[config.mk]
export PLATFORM = sky130hd
export DESIGN_NAME = alu_shift_seq_flat
export DESIGN_NICKNAME = d
export VERILOG_FILES = /design/src/rtl/alu_shift_seq_if.sv /design/src/rtl/alu_shift_seq.sv /design/src/flat_wrapper.sv
export SDC_FILE = /design/constraint.sdc
export NUM_CORES = 1
export LEC_CHECK = 0
export CORE_MARGIN = 2
export CORE_UTILIZATION = 35
export CTS_CLUSTER_SIZE = 28
export DETAILED_ROUTE_END_ITERATION = 6
export PLACE_DENSITY_LB_ADDON = 0.08
export SLEW_MARGIN = 40
export SYNTH_ARGS = -nofsm -noshare
export SYNTH_HDL_FRONTEND = slang
export SYNTH_SLANG_ARGS = --single-unit
[constraint.sdc]
create_clock -name clk -period 2.8 [get_ports clk]
set_input_delay 0.42 -clock clk [delete_from_list [all_inputs] [get_ports clk]]
set_output_delay 0.42 -clock clk [all_outputs]
set_load 0.02 [all_outputs]
[src/rtl/alu_shift_seq_if.sv]
// Request/response bus between the EX-stage issue logic and the shift sequencer.
// Latency: none, plain wires.
// Backpressure: req_valid/req_ready on the request side, resp_valid/resp_ready on the result side.
interface alu_shift_seq_if #(
    parameter int DATA_W  = 32,
    parameter int SHAMT_W = 5
);
    logic               req_valid;
    logic               req_ready;
    logic               req_op;
    logic [DATA_W-1:0]  req_data;
    logic [SHAMT_W-1:0] req_amt;
    logic               resp_valid;
    logic               resp_ready;
    logic [DATA_W-1:0]  resp_data;

    // Upstream issue logic and result consumer
    modport master (
        output req_valid, req_op, req_data, req_amt, resp_ready,
        input  req_ready, resp_valid, resp_data
    );

    // Sequencer side
    modport slave (
        input  req_valid, req_op, req_data, req_amt, resp_ready,
        output req_ready, resp_valid, resp_data
    );
endinterface

[src/rtl/alu_shift_seq.sv]
// Variable-amount SLL/SRL built from repeated 1-bit shifts on the shared single-cycle ALU.
// Latency: accept at C0, resp_valid at C0+amt+1; pipeline stalled for the whole operation.
// Backpressure: req_ready only in IDLE without flush; result held in DONE until resp_ready.
// Optional macro ALU_SHIFT_SEQ_STAT_EN adds busy_cycles_o / ops_done_o statistics counters.
module alu_shift_seq #(
    parameter int DATA_W  = 32,
    parameter int SHAMT_W = 5
) (
    input  logic              clk,
    input  logic              rst_n,
    input  logic              flush_i,
    alu_shift_seq_if.slave    bus,
    output logic              alu_sel_o,
    output logic [DATA_W-1:0] alu_in1_o,
    output logic [DATA_W-1:0] alu_in2_o,
    output logic [3:0]        alu_ctrl_o,
    input  logic [DATA_W-1:0] alu_out_i,
    output logic              stall_o
`ifdef ALU_SHIFT_SEQ_STAT_EN
    ,
    output logic [31:0]       busy_cycles_o,
    output logic [15:0]       ops_done_o
`endif
);

    localparam logic [1:0] IDLE  = 2'd0;
    localparam logic [1:0] SHIFT = 2'd1;
    localparam logic [1:0] DONE  = 2'd2;

    localparam logic [3:0] CTRL_NONE = 4'h0;
    localparam logic [3:0] CTRL_SLL  = 4'h5;
    localparam logic [3:0] CTRL_SRL  = 4'h6;

    localparam logic [SHAMT_W-1:0] CNT_ZERO = '0;
    localparam logic [SHAMT_W-1:0] CNT_ONE  = {{(SHAMT_W-1){1'b0}}, 1'b1};

    logic [1:0]         state_q, state_d;
    logic [DATA_W-1:0]  acc_q, acc_d;
    logic [SHAMT_W-1:0] cnt_q, cnt_d;
    logic               op_q, op_d;
    logic               accept;
    logic               handshake;

    assign accept    = bus.req_valid && bus.req_ready;
    // A flush in DONE wins over resp_ready, so that cycle is not a completed handshake.
    assign handshake = (state_q == DONE) && bus.resp_ready && !flush_i;

    // Next-state logic: flush abandons the operation from any state
    always_comb begin
        state_d = state_q;
        acc_d   = acc_q;
        cnt_d   = cnt_q;
        op_d    = op_q;
        if (flush_i) begin
            state_d = IDLE;
        end else begin
            case (state_q)
                IDLE: begin
                    if (accept) begin
                        acc_d   = bus.req_data;
                        cnt_d   = bus.req_amt;
                        op_d    = bus.req_op;
                        state_d = (bus.req_amt == CNT_ZERO) ? DONE : SHIFT;
                    end
                end
                SHIFT: begin
                    acc_d = alu_out_i;
                    cnt_d = cnt_q - CNT_ONE;
                    if (cnt_q == CNT_ONE) begin
                        state_d = DONE;
                    end
                end
                DONE: begin
                    if (bus.resp_ready) begin
                        state_d = IDLE;
                    end
                end
                default: state_d = IDLE;
            endcase
        end
    end

    // State registers
    always_ff @(posedge clk or negedge rst_n) begin
        if (!rst_n) begin
            state_q <= IDLE;
            acc_q   <= '0;
            cnt_q   <= '0;
            op_q    <= 1'b0;
        end else begin
            state_q <= state_d;
            acc_q   <= acc_d;
            cnt_q   <= cnt_d;
            op_q    <= op_d;
        end
    end

    // Outputs decoded from state; ALU is only driven while shifting
    always_comb begin
        bus.req_ready  = (state_q == IDLE) && !flush_i;
        bus.resp_valid = (state_q == DONE);
        bus.resp_data  = acc_q;
        alu_sel_o      = (state_q == SHIFT);
        alu_in1_o      = (state_q == SHIFT) ? acc_q : '0;
        alu_in2_o      = '0;
        alu_ctrl_o     = CTRL_NONE;
        if (state_q == SHIFT) begin
            alu_ctrl_o = op_q ? CTRL_SRL : CTRL_SLL;
        end
        stall_o        = (state_q != IDLE);
    end

`ifdef ALU_SHIFT_SEQ_STAT_EN
    logic [31:0] busy_cycles_q;
    logic [15:0] ops_done_q;

    // Statistics: cleared only by reset, free-running wrap
    always_ff @(posedge clk or negedge rst_n) begin
        if (!rst_n) begin
            busy_cycles_q <= '0;
            ops_done_q    <= '0;
        end else begin
            if (state_q == SHIFT) begin
                busy_cycles_q <= busy_cycles_q + 32'd1;
            end
            if (handshake) begin
                ops_done_q <= ops_done_q + 16'd1;
            end
        end
    end

    assign busy_cycles_o = busy_cycles_q;
    assign ops_done_o    = ops_done_q;
`else
    logic unused_handshake;
    assign unused_handshake = handshake;
`endif

endmodule

[src/flat_wrapper.sv]
// flat-port wrapper written by rule: the top's interface ports become plain ports
module alu_shift_seq_flat 
#(
    parameter int DATA_W  = 32,
    parameter int SHAMT_W = 5
)
  (clk, rst_n, flush_i, alu_sel_o, alu_in1_o, alu_in2_o, alu_ctrl_o, alu_out_i, stall_o, bus_req_valid, bus_req_op, bus_req_data, bus_req_amt, bus_resp_ready, bus_req_ready, bus_resp_valid, bus_resp_data);
  alu_shift_seq_if #(.DATA_W(DATA_W), .SHAMT_W(SHAMT_W)) bus_i ();
  input  logic clk;
  input  logic rst_n;
  input  logic flush_i;
  output logic alu_sel_o;
  output logic [DATA_W-1:0] alu_in1_o;
  output logic [DATA_W-1:0] alu_in2_o;
  output logic [3:0] alu_ctrl_o;
  input  logic [DATA_W-1:0] alu_out_i;
  output logic stall_o;
  input wire logic [$bits(bus_i.req_valid)-1:0] bus_req_valid;
  input wire logic [$bits(bus_i.req_op)-1:0] bus_req_op;
  input wire logic [$bits(bus_i.req_data)-1:0] bus_req_data;
  input wire logic [$bits(bus_i.req_amt)-1:0] bus_req_amt;
  input wire logic [$bits(bus_i.resp_ready)-1:0] bus_resp_ready;
  output wire logic [$bits(bus_i.req_ready)-1:0] bus_req_ready;
  output wire logic [$bits(bus_i.resp_valid)-1:0] bus_resp_valid;
  output wire logic [$bits(bus_i.resp_data)-1:0] bus_resp_data;
  assign bus_i.req_valid = bus_req_valid;
  assign bus_i.req_op = bus_req_op;
  assign bus_i.req_data = bus_req_data;
  assign bus_i.req_amt = bus_req_amt;
  assign bus_i.resp_ready = bus_resp_ready;
  assign bus_req_ready = bus_i.req_ready;
  assign bus_resp_valid = bus_i.resp_valid;
  assign bus_resp_data = bus_i.resp_data;
  alu_shift_seq #(.DATA_W(DATA_W), .SHAMT_W(SHAMT_W)) u_core (.clk(clk), .rst_n(rst_n), .flush_i(flush_i), .bus(bus_i), .alu_sel_o(alu_sel_o), .alu_in1_o(alu_in1_o), .alu_in2_o(alu_in2_o), .alu_ctrl_o(alu_ctrl_o), .alu_out_i(alu_out_i), .stall_o(stall_o));
endmodule
==> flow_summary.toml, run 1 <==
[synthesis]
yosysTopAreaCellShare_pct = 38.2
synth_area_mm2 = 0.00262
syn_inst = 232
synthTopCellsByArea = "dfrtp_1 (38%), mux2_2 (26%), buf_4 (9.7%)"
syn_area_per_cell_um2 = 11.3
yosysSeqAreaShare_pct = 38.2
yosysWarnings = 0
yosys.area.top_type = "dfrtp_1"
synth_cell_type_count = 34
synth_seq_cells = 40

[job]
max_cap_violations = 0

[route]
via_per_inst = 4.42
ant_nets = 0
wire_per_inst_um = 14.1
drt_first_pass_iters = 4
drc = 0
drt-total-wl_mm = 6.67
dr.first_iter.drc_count = 42
vias = 2093

[worst_setup_path]
regToRegSetupSlack_ps = 870
cp.arrival_ps = 2160
reg2reg_depth = 4
crit_required_ps = 2380
r2r-end = "u_core.bus.resp_data[28]$_DFFE_PN0P_"
crit_path_max_fanout = 32
cp-end-kind = "output port"
critical_path_class = "flop to output port"
startpoint_type = "flop"
r2r-start = "u_core.state_q[0]$_DFFE_PN0P_"

[clock_network]
cts_resized = 0
clk_pin_slew_ps = 80
cts_tree = "yes"
insertion_delay_ps = 290
cts_root_buf = "clkbuf_8"
cts_setup_buffers = 0
cts_buffer_depth = 2
postCtsHoldBufs = 0
htree_num_levels = 2
clkSinkCount = 40
cts_buffers = 5

[cells_and_area]
final_cell_mix = "clkdlybuf4s50_1 (144), mux2_2 (60), dfrtp_1 (40), and2_1 (33), conb_1 (33)"
area_delta_synth_final_pct = 57.1
design_area_mm2 = 0.00412
layout_commonest_cell = "clkdlybuf4s50_1"
drive_gt1_share_pct = 22.1
fin_nets = 451
finalNonFillerCells = 474
final_util_pct = 56.7
n_antenna_cell = 0

[placement]
post-place-ws_ps = 540
placed_area_mm2 = 0.00402
portBuffers = 145
place.gp.congestion = 0.772
place_inst = 466
dp_hpwl_mm = 5.03

[timing]
fin_tns_setup_ps = 0
drv_slew = 0
min_period_ps = 2580
skew_ps = 2.44
setup_ws_ps = 217
hold_violations = 0
tightest_slew_ps = 532
timing.fmax_mhz = 387
setup_violations = 0
slew_headroom_pct = 64.5
whs_ps = 100
rsz0062_at_grt = "false"
timing.final.crit_share_pct = 92.2

[die]
die_x_um = 90.5
io_pins = 179
core_area_mm2 = 0.00725
std_cell_rows = 31
die_h_um = 90.5
die_area_mm2 = 0.00819
initial_core_util_pct = 36.1

[grt]
grt_pass1_wl_mm = 10.8
antenna_found_initial = 0
grt_usage_pct = 16.3
overflow = 0
grt_max_degree = 41
grt_pass1_vias = 2107

[pwr]
vdd_ir_drop_max_uv = 374
powerDensity_mw_per_mm2 = 1080
power_mw = 4.43
p_leak_nw = 1.70

[outcome]
outcome = "complete, no violations"

[min_path]
hp-class = "input port to async pin"
-- synth_stat cells --
master and n:
mux2_2 60, dfrtp_1 40, buf_4 34, and2_1 33, clkbuf_1 6, nor2_1 6, buf_6 5, mux2_4 4
a2111oi_0 3, a2bb2oi_1 3, buf_2 3, inv_1 3, mux2i_1 3, nand2_1 3, nor3_1 3, a21oi_1 2
ha_1 2, nand3b_1 2, o22ai_1 2, a21o_1 1, conb_1 1, mux2_1 1, nand2b_1 1, nor2b_1 1
nor3_4 1, nor3b_1 1, nor4b_1 1, o21ai_0 1, o221a_2 1, o221ai_1 1, o31ai_1 1, or2_2 1
or3_1 1, or3b_1 1
-- kinds of logic after synthesis --
| kind of cell | after synthesis | synth area share (%) |
|---|---|---|
| AO/OA/AOI/OAI | 15 | 4.40 |
| buffers and inverters | 51 | 13.8 |
| other | 1 | 0.143 |
| adder cells (fa/ha/maj) | 2 | 0.955 |
| flip-flops | 40 | 38.2 |
| AND/OR/NAND/NOR | 55 | 12.9 |
| multiplexers | 68 | 29.7 |
-- metal layers --
layer / global-route usage, % / wire (um)
met5: 0 / 0
met4: 4.36 / 89
met3: 5.01 / 467
met2: 28.6 / 3400
met1: 19.3 / 2710
-- power breakdown --
group	leakage [nW]	internal [mW]	switching, mW
Sequential	0.468	0.871	0.229
Combinational	1.18	1.57	1.37
Clock	0.0510	0.197	0.201
Total	1.70	2.64	1.79
-- area by class of cell --
class / count / area (um^2)
multi-input cells: 173 / 1380
repair buffers: 151 / 1510
well taps: 99 / 124
inverters: 3 / 11.3
fillers: 694 / 3140
clock buffers: 6 / 82.6
clock inverters: 2 / 10.0
flip-flops and latches: 40 / 1000
-- worst max-delay path by stage --
stage               depth (start not counted)  slack, ps            end                          start
finish                                      5        220  alu_ctrl_o[1]  u_core.state_q[0]$_DFFE_PN0P_
CTS                                         5        200  alu_ctrl_o[1]  u_core.state_q[0]$_DFFE_PN0P_
global route                                5         40  alu_in1_o[22]  u_core.state_q[0]$_DFFE_PN0P_
detailed placement                          5        540  alu_in1_o[15]  u_core.state_q[0]$_DFFE_PN0P_
floorplan                                   5        960  alu_in1_o[21]  u_core.state_q[1]$_DFFE_PN0P_
global placement                            5        550  alu_in1_o[24]  u_core.state_q[0]$_DFFE_PN0P_
-- registers in the layout, summed over array words and instances, names as in the netlist --
signal                cells
u_core.bus.resp_data     32
u_core.cnt_q              5
u_core.state_q            2
u_core.op_q               1
-- worst max-delay path: stages (launching register included) --
cell and delay, ps:
dfrtp_1 590, nand2b_2 100, inv_1 220, buf_12 220, and2_1 150, clkdlybuf4s50_1 600
Power figures use the tool's default switching activity.
==> inputs of run 2 (changes only) <==
--- a/config.mk
+++ b/config.mk
@@ -10,6 +10,7 @@
 export CTS_CLUSTER_SIZE = 28
 export DETAILED_ROUTE_END_ITERATION = 6
 export PLACE_DENSITY_LB_ADDON = 0.08
+export SKIP_LAST_GASP = 1
 export SLEW_MARGIN = 40
 export SYNTH_ARGS = -nofsm -noshare
 export SYNTH_HDL_FRONTEND = slang
==> results of run 2 <==
Same layout as run 1: the final DEF is identical, and so are final timing and power.
==> RTL edit (settings of run 2) <==
`SHAMT_W` is set to 5 in 3 places; all go to 10.
--- a/src/rtl/alu_shift_seq_if.sv
+++ b/src/rtl/alu_shift_seq_if.sv
@@ -3,7 +3,7 @@
 // Backpressure: req_valid/req_ready on the request side, resp_valid/resp_ready on the result side.
 interface alu_shift_seq_if #(
     parameter int DATA_W  = 32,
-    parameter int SHAMT_W = 5
+    parameter int SHAMT_W = 10
 );
     logic               req_valid;
     logic               req_ready;
--- a/src/rtl/alu_shift_seq.sv
+++ b/src/rtl/alu_shift_seq.sv
@@ -4,7 +4,7 @@
 // Optional macro ALU_SHIFT_SEQ_STAT_EN adds busy_cycles_o / ops_done_o statistics counters.
 module alu_shift_seq #(
     parameter int DATA_W  = 32,
-    parameter int SHAMT_W = 5
+    parameter int SHAMT_W = 10
 ) (
     input  logic              clk,
     input  logic              rst_n,
--- a/src/flat_wrapper.sv
+++ b/src/flat_wrapper.sv
@@ -2,7 +2,7 @@
 module alu_shift_seq_flat 
 #(
     parameter int DATA_W  = 32,
-    parameter int SHAMT_W = 5
+    parameter int SHAMT_W = 10
 )
   (clk, rst_n, flush_i, alu_sel_o, alu_in1_o, alu_in2_o, alu_ctrl_o, alu_out_i, stall_o, bus_req_valid, bus_req_op, bus_req_data, bus_req_amt, bus_resp_ready, bus_req_ready, bus_resp_valid, bus_resp_data);
   alu_shift_seq_if #(.DATA_W(DATA_W), .SHAMT_W(SHAMT_W)) bus_i ();
Interface: changed (resized bus_req_amt); port bits go from 179 to 184. No check against the original RTL was run, so the function may have changed too.
==> RTL edit against run 2 <==
Sequential cell count grew 5. Utilization shrank 0.57 points. Area after synthesis grew 4.3%. Largest cell class unchanged. Fmax grew 0.48%. Critical path depth is the same. Highest routed layer unchanged. Hold slack gained 0.019 ns. Routed wire length grew 18%. Final area grew 4.4%. Worst setup slack gained 0.012 ns. Critical path type unchanged. Die area grew 4.2%. Count of clock-buffer cells in the layout grew 1.
Power is not compared: it rests on default switching activity, and its combinational part moved more than twofold at a synthesized area within 25%.
==> RTL edit: results (changes against run 2) <==
use_met1_pct: 23.2  # +3.9 points
worst_pin_slew_ns: 0.601  # +0.0687 ns
cts.sinks: 45  # +13%
drt_iter0_markers: 211  # +400%
timing.hold.ws_ns: 0.119  # +0.0188 ns
fillerInstances: 719  # +3.6%
wl_met3_um: 504  # +7.9%
grt_max_degree: 59  # +44%
dp_hpwl_mm: 5.69  # +13%
status: "completed"
skew_ns: 0.00761  # +0.00518 ns
fin_area_mm2: 0.00430  # +4.4%
ys_seq_area_share_pct: 41.2  # +3.0 points
dp_slack_ns: 0.531  # -0.00966 ns
grt_first_pass_wirelength_mm: 12.2  # +13%
globalplace.congestion: 0.779  # +0.87%
r2r_slack_ns: 0.94  # +0.07 ns
nNonClkBuffers: 155  # +2.6%
worst-path-max-fanout: 54  # +69%
io_buffers: 150  # +3.4%
drive_gt1_share_pct: 4.76  # -17 points
num-multi-input-gates: 270  # +56%
clockBufferCount: 7  # +1
placed_cells: 577  # +24%
clk_share_pct: 2.36  # +0.11 points
grt_pass1_vias: 2479  # +18%
inv_count: 5  # +2
ff_latch_area_mm2: 0.00113  # +12%
multi_input_area_share_pct: 31.7  # -1.9 points
cts_buffers: 5  # unchanged
fmax_mhz: 389  # +0.48%
gr-usage-met2_pct: 29.9  # +1.3 points
buffer_area_share_pct: 36.4  # -0.25 points
use_met3_pct: 3.42  # -1.6 points
post_dp_cell_area_mm2: 0.00419  # +4.3%
yosys.cell_types.count: 41  # +21%
wl_met2_mm: 3.87  # +14%
drt-met1-wl_mm: 3.39  # +25%
vias_per_cell: 4.77  # +8.0%
instances_no_fill: 585  # +23%
==> RTL edit: cell count changes after synthesis, sizes merged, moves of 10 or more <==
cell / change
clkbuf: +12
a31oi: +33
nor2: +37
o21ai: +10
mux2: -64
nand2: +65
==> RTL edit: power by group through the flow <==
stage	registers (W)	clock network, W	logic (W)
final	0.000865	0.000446	0.000922
after global routing	0.000884	0.000493	0.000995
after CTS	0.000866	0.000469	0.000931
after detailed placement	0.000878	0	0.000930
after global placement	0.000874	0	0.000917
after floorplan	0.000956	0	0.000417
==> RTL edit: worst register-to-register path: stages, from the launching register on <==
cell and delay (ns):
dfrtp_1 0.41, inv_1 0.10, ha_1 0.18, or3b_2 0.52, o31a_2 0.30, o21ai_0 0.12, o21ai_0 0.10
==> RTL edit: logic make-up after synthesis <==
family	after synthesis	synth area share (%)
multiplexers	2	0.778
AND/OR/NAND/NOR	164	27.4
adder cells (fa/ha/maj)	2	0.916
AO/OA/AOI/OAI	69	16.0
other	1	0.137
buffers and inverters	63	13.6
flip-flops	45	41.2
==> RTL edit: final timing paths <==
kind / start / end / cells past startpoint
max: u_core.state_q[1]$_DFFE_PN0P_ / alu_in1_o[17] / 5
min: rst_n / u_core.cnt_q[0]$_DFFE_PN0P_ / 1
max reg2reg: u_core.cnt_q[1]$_DFFE_PN0P_ / u_core.cnt_q[6]$_DFFE_PN0P_ / 6
min reg2reg: u_core.cnt_q[6]$_DFFE_PN0P_ / u_core.cnt_q[6]$_DFFE_PN0P_ / 2
max in group asynchronous: rst_n / u_core.bus.resp_data[23]$_DFFE_PN0P_ / 1
min in group clk: u_core.cnt_q[6]$_DFFE_PN0P_ / u_core.cnt_q[6]$_DFFE_PN0P_ / 2
